==> config.mk <==
export PLATFORM = sky130hd
export DESIGN_NAME = frame_writer
export DESIGN_NICKNAME = d
export VERILOG_FILES = /design/src/rtl/img_pkg.sv /design/src/rtl/sync_fifo.sv /design/src/rtl/frame_writer.sv
export SDC_FILE = /design/constraint.sdc
export NUM_CORES = 1
export LEC_CHECK = 0
export ABC_AREA = 0
export BUFFER_PORTS_ARGS = -buffer_cell sky130_fd_sc_hd__buf_4
export CORE_UTILIZATION = 65
export DETAILED_ROUTE_END_ITERATION = 12
export GPL_ROUTABILITY_DRIVEN = 0
export PLACE_DENSITY = 0.84
export SETUP_SLACK_MARGIN = 0.2
export SYNTH_ARGS = -nofsm -noshare
export SYNTH_HDL_FRONTEND = slang
export SYNTH_SLANG_ARGS = --single-unit
==> constraint.sdc <==
create_clock -name clk -period 10.94 [get_ports clk]
set_input_delay 0.547 -clock clk [delete_from_list [all_inputs] [get_ports clk]]
set_output_delay 0.547 -clock clk [all_outputs]
set_load 0.02 [all_outputs]
==> src/rtl/img_pkg.sv <==
// Shared pixel/word types and frame-writer state encoding for the pixel pipeline.
package img_pkg;

    localparam int PIX_W        = 4;
    localparam int WORD_W       = 16;
    localparam int PIX_PER_WORD = 4;

    typedef logic [PIX_W-1:0]  pixel_t;
    typedef logic [WORD_W-1:0] word_t;

    typedef enum logic [1:0] {
        IDLE    = 2'd0,
        CAPTURE = 2'd1,
        DRAIN   = 2'd2,
        DONE    = 2'd3
    } fw_state_t;

    function automatic pixel_t binarize(input pixel_t p, input pixel_t t);
        return (p >= t) ? 4'hF : 4'h0;
    endfunction

endpackage

==> src/rtl/sync_fifo.sv <==
// Single-clock FIFO with synchronous active-low reset; a push while full is
// accepted only when a pop happens in the same cycle.
module sync_fifo #(
    parameter int WIDTH = 8,
    parameter int DEPTH = 4
) (
    input  logic             clk,
    input  logic             rst_n,
    input  logic             push,
    input  logic [WIDTH-1:0] din,
    input  logic             pop,
    output logic [WIDTH-1:0] dout,
    output logic             full,
    output logic             empty
);

    localparam int AW    = $clog2(DEPTH);
    localparam int CNT_W = AW + 1;

    logic [WIDTH-1:0] mem_r [DEPTH];
    logic [AW-1:0]    wr_ptr_r;
    logic [AW-1:0]    rd_ptr_r;
    logic [CNT_W-1:0] count_r;
    logic             do_push_s;
    logic             do_pop_s;

    assign full      = (count_r == CNT_W'(DEPTH));
    assign empty     = (count_r == {CNT_W{1'b0}});
    assign do_pop_s  = pop && !empty;
    assign do_push_s = push && (!full || do_pop_s);
    assign dout      = mem_r[rd_ptr_r];

    // Storage, pointers and occupancy count.
    always_ff @(posedge clk) begin
        if (!rst_n) begin
            wr_ptr_r <= {AW{1'b0}};
            rd_ptr_r <= {AW{1'b0}};
            count_r  <= {CNT_W{1'b0}};
            for (int i = 0; i < DEPTH; i++) begin
                mem_r[i] <= {WIDTH{1'b0}};
            end
        end else begin
            if (do_push_s) begin
                mem_r[wr_ptr_r] <= din;
                wr_ptr_r        <= wr_ptr_r + AW'(1);
            end
            if (do_pop_s) begin
                rd_ptr_r <= rd_ptr_r + AW'(1);
            end
            case ({do_push_s, do_pop_s})
                2'b10:   count_r <= count_r + CNT_W'(1);
                2'b01:   count_r <= count_r - CNT_W'(1);
                default: count_r <= count_r;
            endcase
        end
    end

endmodule

==> src/rtl/frame_writer.sv <==
// Packs a 4-bit pixel stream into 16-bit words and writes one frame to SRAM.
// Optional binarizing threshold input enabled by FRAME_WRITER_THRESH_EN.
module frame_writer
    import img_pkg::*;
#(
    parameter int IMG_W      = 640,
    parameter int IMG_H      = 480,
    parameter int ADDR_W     = 18,
    parameter int BASE_ADDR  = 0,
    parameter int FIFO_DEPTH = 4
) (
    input  logic              clk,
    input  logic              rst_n,
`ifdef FRAME_WRITER_THRESH_EN
    input  logic [3:0]        thresh,
`endif
    input  logic              start,
    input  logic [3:0]        pixel_in,
    input  logic              in_valid,
    output logic              mem_req,
    input  logic              mem_ack,
    output logic [ADDR_W-1:0] mem_addr,
    output logic [15:0]       mem_wdata,
    output logic              busy,
    output logic              frame_done,
    output logic              overflow
);

    localparam int COL_W = $clog2(IMG_W);
    localparam int ROW_W = (IMG_H > 1) ? $clog2(IMG_H) : 1;
    localparam int ENT_W = ADDR_W + WORD_W;

    localparam logic [COL_W-1:0]  COL_LAST = COL_W'(IMG_W - 1);
    localparam logic [ROW_W-1:0]  ROW_LAST = ROW_W'(IMG_H - 1);
    localparam logic [ADDR_W-1:0] BASE     = ADDR_W'(BASE_ADDR);

    fw_state_t         state_r;
    fw_state_t         state_next_s;
    logic [COL_W-1:0]  col_r;
    logic [ROW_W-1:0]  row_r;
    logic [ADDR_W-1:0] addr_r;
    logic [11:0]       pack_r;
    logic              overflow_r;
    logic              busy_r;
    logic              frame_done_r;
    logic              mem_req_r;
    logic [ADDR_W-1:0] mem_addr_r;
    word_t             mem_wdata_r;

    pixel_t            pix_s;
    word_t             word_s;
    logic              pix_take_s;
    logic              word_done_s;
    logic              last_pix_s;
    logic              pop_s;
    logic              drop_s;
    logic              fifo_full_s;
    logic              fifo_empty_s;
    logic [ENT_W-1:0]  fifo_dout_s;

`ifdef FRAME_WRITER_THRESH_EN
    assign pix_s = binarize(pixel_in, thresh);
`else
    assign pix_s = pixel_in;
`endif

    assign pix_take_s  = (state_r == CAPTURE) && in_valid;
    assign word_done_s = pix_take_s && (col_r[1:0] == 2'd3);
    assign last_pix_s  = pix_take_s && (col_r == COL_LAST) && (row_r == ROW_LAST);
    assign word_s      = {pix_s, pack_r};
    assign pop_s       = !mem_req_r && !fifo_empty_s;
    // A completed word is lost only when the FIFO cannot make room this cycle.
    assign drop_s      = word_done_s && fifo_full_s && !pop_s;

    sync_fifo #(
        .WIDTH (ENT_W),
        .DEPTH (FIFO_DEPTH)
    ) u_fifo (
        .clk   (clk),
        .rst_n (rst_n),
        .push  (word_done_s),
        .din   ({addr_r, word_s}),
        .pop   (pop_s),
        .dout  (fifo_dout_s),
        .full  (fifo_full_s),
        .empty (fifo_empty_s)
    );

    // Next-state logic for the frame sequencer.
    always_comb begin
        state_next_s = state_r;
        case (state_r)
            IDLE: begin
                if (start) state_next_s = CAPTURE;
                else       state_next_s = IDLE;
            end
            CAPTURE: begin
                if (last_pix_s) state_next_s = DRAIN;
                else            state_next_s = CAPTURE;
            end
            DRAIN: begin
                if (fifo_empty_s && !mem_req_r) state_next_s = DONE;
                else                            state_next_s = DRAIN;
            end
            DONE:    state_next_s = IDLE;
            default: state_next_s = IDLE;
        endcase
    end

    // State register with registered busy/frame_done decoded from next state.
    always_ff @(posedge clk) begin
        if (!rst_n) begin
            state_r      <= IDLE;
            busy_r       <= 1'b0;
            frame_done_r <= 1'b0;
        end else begin
            state_r      <= state_next_s;
            busy_r       <= (state_next_s == CAPTURE) || (state_next_s == DRAIN);
            frame_done_r <= (state_next_s == DONE);
        end
    end

    // Pixel counters, pack register, word address counter and overflow flag.
    always_ff @(posedge clk) begin
        if (!rst_n) begin
            col_r      <= {COL_W{1'b0}};
            row_r      <= {ROW_W{1'b0}};
            addr_r     <= BASE;
            pack_r     <= 12'h000;
            overflow_r <= 1'b0;
        end else if ((state_r == IDLE) && start) begin
            col_r      <= {COL_W{1'b0}};
            row_r      <= {ROW_W{1'b0}};
            addr_r     <= BASE;
            pack_r     <= 12'h000;
            overflow_r <= 1'b0;
        end else if (pix_take_s) begin
            case (col_r[1:0])
                2'd0:    pack_r[3:0]  <= pix_s;
                2'd1:    pack_r[7:4]  <= pix_s;
                2'd2:    pack_r[11:8] <= pix_s;
                default: pack_r       <= pack_r;
            endcase
            if (col_r == COL_LAST) begin
                col_r <= {COL_W{1'b0}};
                row_r <= (row_r == ROW_LAST) ? {ROW_W{1'b0}} : row_r + ROW_W'(1);
            end else begin
                col_r <= col_r + COL_W'(1);
            end
            // Address advances even for a dropped word so later words stay in place.
            if (word_done_s) begin
                addr_r <= addr_r + ADDR_W'(1);
            end
            if (drop_s) begin
                overflow_r <= 1'b1;
            end
        end else begin
            pack_r <= pack_r;
        end
    end

    // SRAM write port: load from FIFO head when idle, hold until acknowledged.
    always_ff @(posedge clk) begin
        if (!rst_n) begin
            mem_req_r   <= 1'b0;
            mem_addr_r  <= BASE;
            mem_wdata_r <= 16'h0000;
        end else if (pop_s) begin
            mem_req_r   <= 1'b1;
            mem_addr_r  <= fifo_dout_s[ENT_W-1:WORD_W];
            mem_wdata_r <= fifo_dout_s[WORD_W-1:0];
        end else if (mem_req_r && mem_ack) begin
            mem_req_r <= 1'b0;
        end else begin
            mem_req_r <= mem_req_r;
        end
    end

    assign mem_req    = mem_req_r;
    assign mem_addr   = mem_addr_r;
    assign mem_wdata  = mem_wdata_r;
    assign busy       = busy_r;
    assign frame_done = frame_done_r;
    assign overflow   = overflow_r;

endmodule

=== Word-level counts from Yosys, hierarchy flattened ===
Memory sizes are Yosys's and may differ from the RTL's. A register that Yosys moved wholly into a read port is not among the register bits.
Cells that the tools add are included.

* $add $sub $neg: 7
* Multipliers: 0
* Div/mod/pow operators: 0
* Order comparisons: 0
* Equal/unequal tests: 14
* Shifts and indexed selects: 0
* Muxes and demuxes: 16
* Bitwise gates (word level): 1
* Reduce and logical (&&, ||, !) cells: 32

{| class="wikitable"
|+ Operators by type and width
! operator !! count
|-
| 34-bit 2-to-1 mux || 1
|-
| 34-bit OR reduction || 1
|-
| 18-bit by 1-bit adder with 18-bit output (second input constant) || 1
|-
| 2-bit == test (second input constant) || 7
|-
| 1-bit logical AND || 12
|-
| 2-bit AND reduction || 6
|-
| 10-bit by 1-bit adder with 10-bit output (second input constant) || 1
|-
| 10-bit == test (second input constant) || 1
|-
| 10-bit 2-to-1 mux || 1
|-
| 9-bit by 1-bit adder with 9-bit output (second input constant) || 1
|-
| 9-bit == test (second input constant) || 1
|-
| 1-bit 2-to-1 mux || 9
|-
| 9-bit 2-to-1 mux || 1
|-
| 2-bit by 1-bit == test with 1-bit output (second input constant) || 4
|-
| 2-bit one-hot mux with 4 select lines || 1
|-
| 3-bit one-hot mux with 2 select lines || 1
|-
| 1-bit zero test || 5
|-
| 2-bit by 1-bit adder with 2-bit output (second input constant) || 2
|-
| 2-bit zero test || 2
|-
| 2-bit 2-to-1 mux || 2
|-
| 2-bit nonzero test || 2
|-
| 3-bit by 1-bit adder with 3-bit output (second input constant) || 1
|-
| 3-bit == test (second input constant) || 1
|-
| 3-bit zero test || 1
|-
| other kinds (4) || 5
|}

* Register bits after elaboration: 62
* Latch bits: 0
* Bits in writable memories: 136
* Memory bits (read-only): 0
* Input port bits: 9
* Output and inout port bits: 38
* Word-level logic and storage cells: 85
* Memories: 1

{| class="wikitable"
|+ Memories
! name !! words !! width !! read ports !! clocked after memory_dff !! write ports !! RTL line !! text
|-
| u_fifo.mem_r || 4 || 34 || 1 || 1 || 4 || sync_fifo.sv:20 || <nowiki>logic [WIDTH-1:0] mem_r [DEPTH];</nowiki>
|}

=== Logic depth before layout (Yosys ltp) ===
Gate-level depths: netlist of run 1.

* Depth in word-level cells: 11
* Mapped depth: 9
* Depth with buffers taken out: 8

=== Modules after synthesis ===
A second synthesis of run 1 with hierarchy kept.

* Cell total of the unflattened synthesis: 817
* Area total of the unflattened synthesis: 9912.0 µm²

{| class="wikitable"
|+ By module, submodules not included
! module !! times used !! cells each !! area each (µm²) !! sequential area each (µm²)
|-
| sync_fifo || 1 || 387 || 6376.1 || 4264.1
|-
| frame_writer || 1 || 430 || 3535.9 || 1781.7
|}

=== Worst setup path before layout of run 1 ===
Ideal clock, no wire load.

* Path type: reg-to-reg
* From: register col_r[0]
* To: memory u_fifo.mem_r[2][0] (netlist bit) (enable)
* Setup time: 477 ps
* Data arrival time: 3667 ps
* Data required time: 10463 ps
* Path slack: 6796 ps
* Cell stages (with the launch flop): 6
* Path buffers: 1
* Period minus slack after synthesis: 4144 ps
* Cell sequence: dfxtp_1 > ha_1 > and4b_1 > buf_2 > nand2_1 > o31ai_1

{| class="wikitable"
|+ RTL lines
! item !! RTL line !! text
|-
| start: declaration || frame_writer.sv:39 || <nowiki>logic [COL_W-1:0] col_r;</nowiki>
|-
| start signal: assignment || frame_writer.sv:126 || <nowiki>col_r <= {COL_W{1'b0}};</nowiki>
|-
| start signal: assignment || frame_writer.sv:132 || <nowiki>col_r <= {COL_W{1'b0}};</nowiki>
|-
| start signal: assignment || frame_writer.sv:145 || <nowiki>col_r <= {COL_W{1'b0}};</nowiki>
|-
| end: declaration || sync_fifo.sv:20 ||
|}

==> out/metrics.yaml, run 1 <==
run_status: "finished clean"
power.density_cell_area_mw_per_mm2: 207
timing.final.setup_violations: 0
post_synth_inst_count: 812
leakage_nw: 4.04
multiInputGateArea_sq_mm: 0.00372
port_buffers: 46
final_common_cell: "and2_1"
fp-row-count: 44
synth.ff_latch_count: 232
net-switching-power_w: 0.000636
fillerInstances: 865
initialDrtViolationCount: 529
cp_data_arrival_time_ps: 4400
maxCapViolCount: 0
cp_max_fo: 34
setup.worst_path.start_class: "flop"
ir_drop_mv: 0.148
clkLatencyLatePin_ps: 520
core_area_sq_mm: 0.0147
design.portCount: 47
detail_route.drc_violations: 0
grt.total_usage: 0.282
floorplan.die_area_sq_mm: 0.0157
cts_setup_buffers: 0
achievable-frequency_mhz: 249
clock-skew-final_ps: 8.37
power.combinational.fraction: 0.185
numCtsBuffers: 24
cts.reportedPaths.clkPinSlew_ps: 60
first_pass_grt_wire_length_mm: 34.3
vias_per_cell: 6.25
antenna_found_initial: 0
place_inst: 1004
transition_at_the_pin_with_the_smallest_max_transition_slack_ps: 1210
die_w_um: 125
pwr-share-seq: 0.448
cts.path.max_buffers: 3
number_of_global_route_vias_before_repair: 6653
share_clk_of_total_power: 0.367
initial_core_util: 0.674
chipHeight_um: 125
number_of_routed_nets_with_antenna_violations: 0
route.vias.total: 6552
area.sequential_sq_mm: 0.00601
cp-end-kind: "flop"
yosys_warnings: 0
layoutNonFillerInstCount: 1048
post_cts_resize_count: 0
cts_sinks: 232
drive_above_1_share: 0.166
hold_path.class: "in2reg"
cts.hold.buffers_added: 0
grt_setup_unrepaired: "false"
first_pass_iters: 7
ys_dominant_reg_cell: "edfxtp_1"
root_buffer: "clkbuf_16"
postSynthAreaPerCell_sq_um: 12.2
wire_per_inst_um: 20.3
synth.cell_area_sq_mm: 0.00990
rrSetupSlack_ps: 6920
net_count_after_synthesis: 829
grt-ovfl-total: 0
netSwitchingFraction: 0.274
ys_seq_area_frac: 0.607
slew_headroom: 0.190
final_min_period_over_clock_period: 0.367
maximum_number_of_pins_on_one_net_before_global_route_repair: 57
post-route-min-period_ps: 4020
synth_async_sr_flop_share: 0
overall_routed_net_length_mm: 21.3
antenna_cells: 0
final_net_count: 863
timing.setup.critical_path_class: "reg2reg"
synth_cell_types: 47
cellInternalPower_w: 0.00169
final.setup.tns_ps: 0
count_of_flip_flops_with_a_built_in_enable_after_synthesis: 136
hold_viol_final: 0
detailed_place_hpwl_mm: 12.4
timing_max_transition_violations_final: 0
worstPathRequired_ps: 11320
h-tree-depth: 1
layout_common_cells: "140 x and2_1, 136 x edfxtp_1, 111 x nand2_1"
area.growth.synth_to_final_pct: 13.5
cts_tree: "done"
-- layer usage --
layer | track usage | up-vias | share of wire
met5 | 0 | - | 0
met2 | 0.489 | 293 | 0.52
met1 | 0.361 | 3242 | 0.39
met3 | 0.0359 | 60 | 0.067
li1 | - | 2957 | -
met4 | 0.115 | 0 | 0.026
-- worst paths after layout --
path                                   from             endpoint  cells after the start
worst min-delay path                mem_ack              mem_req                      3
worst max-delay path               col_r[0]  u_fifo.mem_r[1][33]                      5
worst min register to register  mem_addr[0]          mem_addr[0]                      2
worst max register to register     col_r[0]  u_fifo.mem_r[1][33]                      5
-- layout make-up --
type	count	area share
inverters	10	0.00334
repair buffers	55	0.0367
multi-input cells	523	0.331
clock inverters	14	0.0135
flip-flops and latches	232	0.534
clock buffers	30	0.0610
well taps	184	0.0205
-- power groups by stage --
stage,sequential [W],clock (W),combinational (W)
detailed placement,0.00106,0,0.000434
CTS,0.00104,0.000859,0.000436
floorplan,0.00111,0,0.000227
finish,0.00104,0.000853,0.000430
global route,0.00105,0.000893,0.000466
global placement,0.00105,0,0.000421
-- Yosys cell counts (2+ instances only) --
cell type  count  area [sq um]
nor4_1         6          37.5
nor2_1        30           113
or4_1         13          97.6
mux2i_1        3          30.0
a21oi_1       25           125
and4_1         2          17.5
nand3_1       24           120
o31a_1         2          17.5
ha_1           7          87.6
inv_1         10          37.5
and3_1         8          50.1
and2_1       140           876
o211ai_1       5          37.5
nor3_1         5          25.0
buf_2          6          30.0
clkbuf_1      35           131
or3_1          3          18.8
dfxtp_1       96          1920
nand4_1        8          50.1
nand2b_1       5          31.3
buf_1          4          15.0
xnor2_1       12           105
nand4b_1       2          17.5
mux4_2        34           766
a21boi_0      36           270
xor2_1        11          96.3
nand2_1      111           417
o21ai_0        8          40.0
edfxtp_1     136          4080
o31ai_1        8          60.1
-- metrics by stage --
| stage | total power (W) | hold slack, ps | cell area (sq um) | setup WS (ps) | util |
|---|---|---|---|---|---|
| finish | 0.00233 | 307 | 11200 | 6920 | 0.765 |
| global route | 0.00241 | 331 | 11200 | 6700 | 0.765 |
| CTS | 0.00234 | 299 | 11200 | 6940 | 0.765 |
| detailed placement | 0.00149 | 459 | 10400 | 6980 | 0.708 |
| global placement | 0.00147 | 450 | 10400 | 7110 | 0.708 |
| floorplan | 0.00134 | 457 | 9900 | 6800 | - |
-- logic make-up (layout without fill, tap and decap cells) --
kind of cell	after synthesis	after routing	synth area share
AND/OR/NAND/NOR	367	367	0.199
flip-flops	232	232	0.607
AO/OA/AOI/OAI	87	87	0.0581
buffers and inverters	57	109	0.0235
multiplexers	38	38	0.0815
XOR/XNOR	23	23	0.0203
adder cells (fa/ha/maj)	8	8	0.0109
-- sequential cells by signal, indices dropped and copies added, names as in the netlist --
signal,cells
row_r,9
busy,1
addr_r,18
u_fifo.mem_r,136
col_r,10
u_fifo.count_r,3
mem_addr,18
frame_done,1
state_r,2
u_fifo.wr_ptr_r,2
overflow,1
pack_r,12
mem_req,1
mem_wdata,16
u_fifo.rd_ptr_r,2
-- worst max-delay path, cell delays in order, from the launching register on --
cell     delay, ps
dfxtp_1        420
ha_1           270
and4b_1        730
and3_1        1070
and3_1        1110
and2_1         270
(Power assumes the default switching activity.)
==> run 2, diff against run 1 <==
Settings changed: CORE_UTILIZATION 65 to 61, PLACE_DENSITY 0.84 to 0.79.
Clock period 10.94 ns to 3.85 ns, I/O delays scaled along.
==> out/metrics.yaml, run 2 (synthesis gave the netlist of run 1 again) <==
fp-row-count: 46  # +4.5%
critical-path-slowest-cell: "and3_1"
detail_route.drc_violations: 0  # unchanged
worst_hold_path.num_cells: 4  # +1
root_buffer: "clkbuf_16"
critical_path.reg2reg.endpoint: "u_fifo.mem_r[1][18]"
clkLatencyLatePin_ps: 520  # about the same
timing.final.setup_violations: 0  # unchanged
drive_above_1_share: 0.158  # -0.00743
timing_max_transition_violations_final: 0  # unchanged
numCtsBuffers: 24  # unchanged
final_common_cell: "and2_1"
setup.worst_path.start_class: "flop"
worstPathRequired_ps: 4220  # -7100 ps
ir_drop_mv: 0.375  # +150%
routed.top_layer: "met4"
cp_max_fo: 34  # unchanged
achievable-frequency_mhz: 325  # +31%
antenna_found_initial: 0  # unchanged
cp-end-kind: "flop"
initialDrtViolationCount: 564  # +6.6%
crit-reg2reg-launch: "col_r[0]"
grt_setup_unrepaired: "false"
cts.reportedPaths.clkPinSlew_ps: 60  # about the same
overall_routed_net_length_mm: 20.4  # -4.1%
first_pass_grt_wire_length_mm: 32.7  # -4.7%
run_status: "finished clean"
max_flop_register: "u_fifo.mem_r"
design.portCount: 47  # unchanged
cp.buffers_inverters: 1  # +1
cts.path.max_buffers: 3  # unchanged
vias_per_cell: 5.78  # -7.5%
number_of_global_route_vias_before_repair: 6251  # -6.0%
cts_tree: "done"
timing.setup.critical_path_class: "reg2reg"
min_to: "addr_r[1]"
antenna_cells: 0  # unchanged
largest_register_ffs: 136  # unchanged
detail_route.wirelength.met1_mm: 8.49  # +2.5%
route.vias.total: 6299  # -3.9%
transition_at_the_pin_with_the_smallest_max_transition_slack_ps: 1200  # -12.1 ps
final.setup.tns_ps: 0  # unchanged
port_buffers: 46  # unchanged
first_pass_iters: 5  # -2
power.density_cell_area_mw_per_mm2: 564  # +170%
initial_core_util: 0.623  # -0.0503
cts_setup_buffers: 0  # unchanged
maximum_number_of_pins_on_one_net_before_global_route_repair: 57  # unchanged
hold_path.class: "in2reg"
hold_viol_final: 0  # unchanged
min-delay-start: "in_valid"
met3_wirelength_mm: 1.29  # -9.2%
grt-ovfl-total: 0  # unchanged
area.growth.synth_to_final_pct: 14.1
floorplan.die_area_sq_mm: 0.0167  # +6.4%
final_util: 0.711  # -0.0536
report.power.total_w: 0.00637  # +170%
timing.reg2reg.worst_path_depth: 6  # +1
final_min_period_over_clock_period: 0.798  # +0.431
number_of_routed_nets_with_antenna_violations: 0  # unchanged
detailed_place_hpwl_mm: 12.8  # +3.3%
most_frequent_cell_on_the_critical_path: "and3_1"
core_area_sq_mm: 0.0159  # +8.1%
timing.critical_path.slowest_cell_delay_ps: 1010  # -100 ps
layout_common_cells: "140 x and2_1, 136 x edfxtp_1, 111 x nand2_1"
slew_headroom: 0.201  # +0.0107
rrSetupSlack_ps: 780  # -6150 ps
maxCapViolCount: 0  # unchanged
clock-skew-final_ps: 18.6  # +10.3 ps
worstPathCellList: "ha_1 -> and4b_1 -> and3_1 -> buf_4 -> and3_1 -> and2_1"
met2RoutedLength_mm: 10.2  # -7.2%
wire_per_inst_um: 18.8  # -7.7%
die_w_um: 129  # +3.2%
post-route-min-period_ps: 3070  # -943 ps
cp_top_delay_family: "simple AND/OR/NAND/NOR gates"
grt.total_usage: 0.258  # -0.0241
chipHeight_um: 129  # +3.2%
cp_data_arrival_time_ps: 3450  # -950 ps
h-tree-depth: 1  # unchanged
cts_sinks: 232  # unchanged
leakage_nw: 4.03  # -0.18%
final_net_count: 872  # +1.0%
[run 2: changes by cell type in the layout (fill, tap and decap cells not counted), moves of 2 or more]
cell	before	now
clkbuf_1	2	7
clkinv_2	9	3
buf_12	0	3
bufinv_16	3	1
dlygate4sd3_1	0	5
clkinv_1	0	4
clkbuf_16	26	24
[run 2: metal layers]
layer  track usage  vias up
li1              -     2985
met2         0.453      187
met4        0.0747        0
met5             0        -
met1         0.329     3094
met3        0.0438       33
[run 2: worst max-delay path by stage]
stage               startpoint                   to  depth (start not counted)  slack, ps
finish                col_r[0]  u_fifo.mem_r[1][18]                          6        780
global route          col_r[0]  u_fifo.mem_r[1][18]                          6        640
CTS                   col_r[0]  u_fifo.mem_r[1][18]                          6        770
detailed placement    col_r[0]  u_fifo.mem_r[1][18]                          6        790
global placement      col_r[0]   u_fifo.mem_r[1][6]                          6        900
floorplan             col_r[0]   u_fifo.mem_r[1][0]                          5       -200
[run 2: worst min-delay path: cells and delay by family]
family          cells  cell delay (ps)
simple gates        2              250
buf+inv             1              110
compound gates      1               70
[run 2: cell type report]
type,count,area (sq um)
Timing Repair Buffer,64,531
Multi-Input combinational cell,523,3710
Clock buffer,32,641
Inverter,10,37.5
Clock inverter,12,100
Tap cell,216,270
Sequential cell,232,6010
Fill cell,1059,4590
[run 2: timing repair]
| item | in CTS | in global routing |
|---|---|---|
| gates resized for setup | 0 | 0 |
| endpoints found under the hold margin | 13 | 0 |
| hold buffers | 5 | 0 |
[run 2: power breakdown]
| part | internal, W | switching, W | leakage, nW | total [W] |
|---|---|---|---|---|
| Clock | 0.00124 | 0.000932 | 0.357 | 0.00218 |
| Combinational | 0.000512 | 0.000703 | 1.54 | 0.00121 |
| Sequential | 0.00284 | 0.000146 | 2.13 | 0.00298 |
| Total | 0.00459 | 0.00178 | 4.03 | 0.00637 |
[run 2: metrics by stage]
stage               hold slack (ps)  worst slack [ps]  cells  instance area [sq um]
floorplan                       340              -198    812                   9910
global placement                451               897   1040                  10500
detailed placement              459               790   1040                  10500
CTS                             136               773   1089                  11300
global route                    206               637   1089                  11300
finish                          159               776   1089                  11300
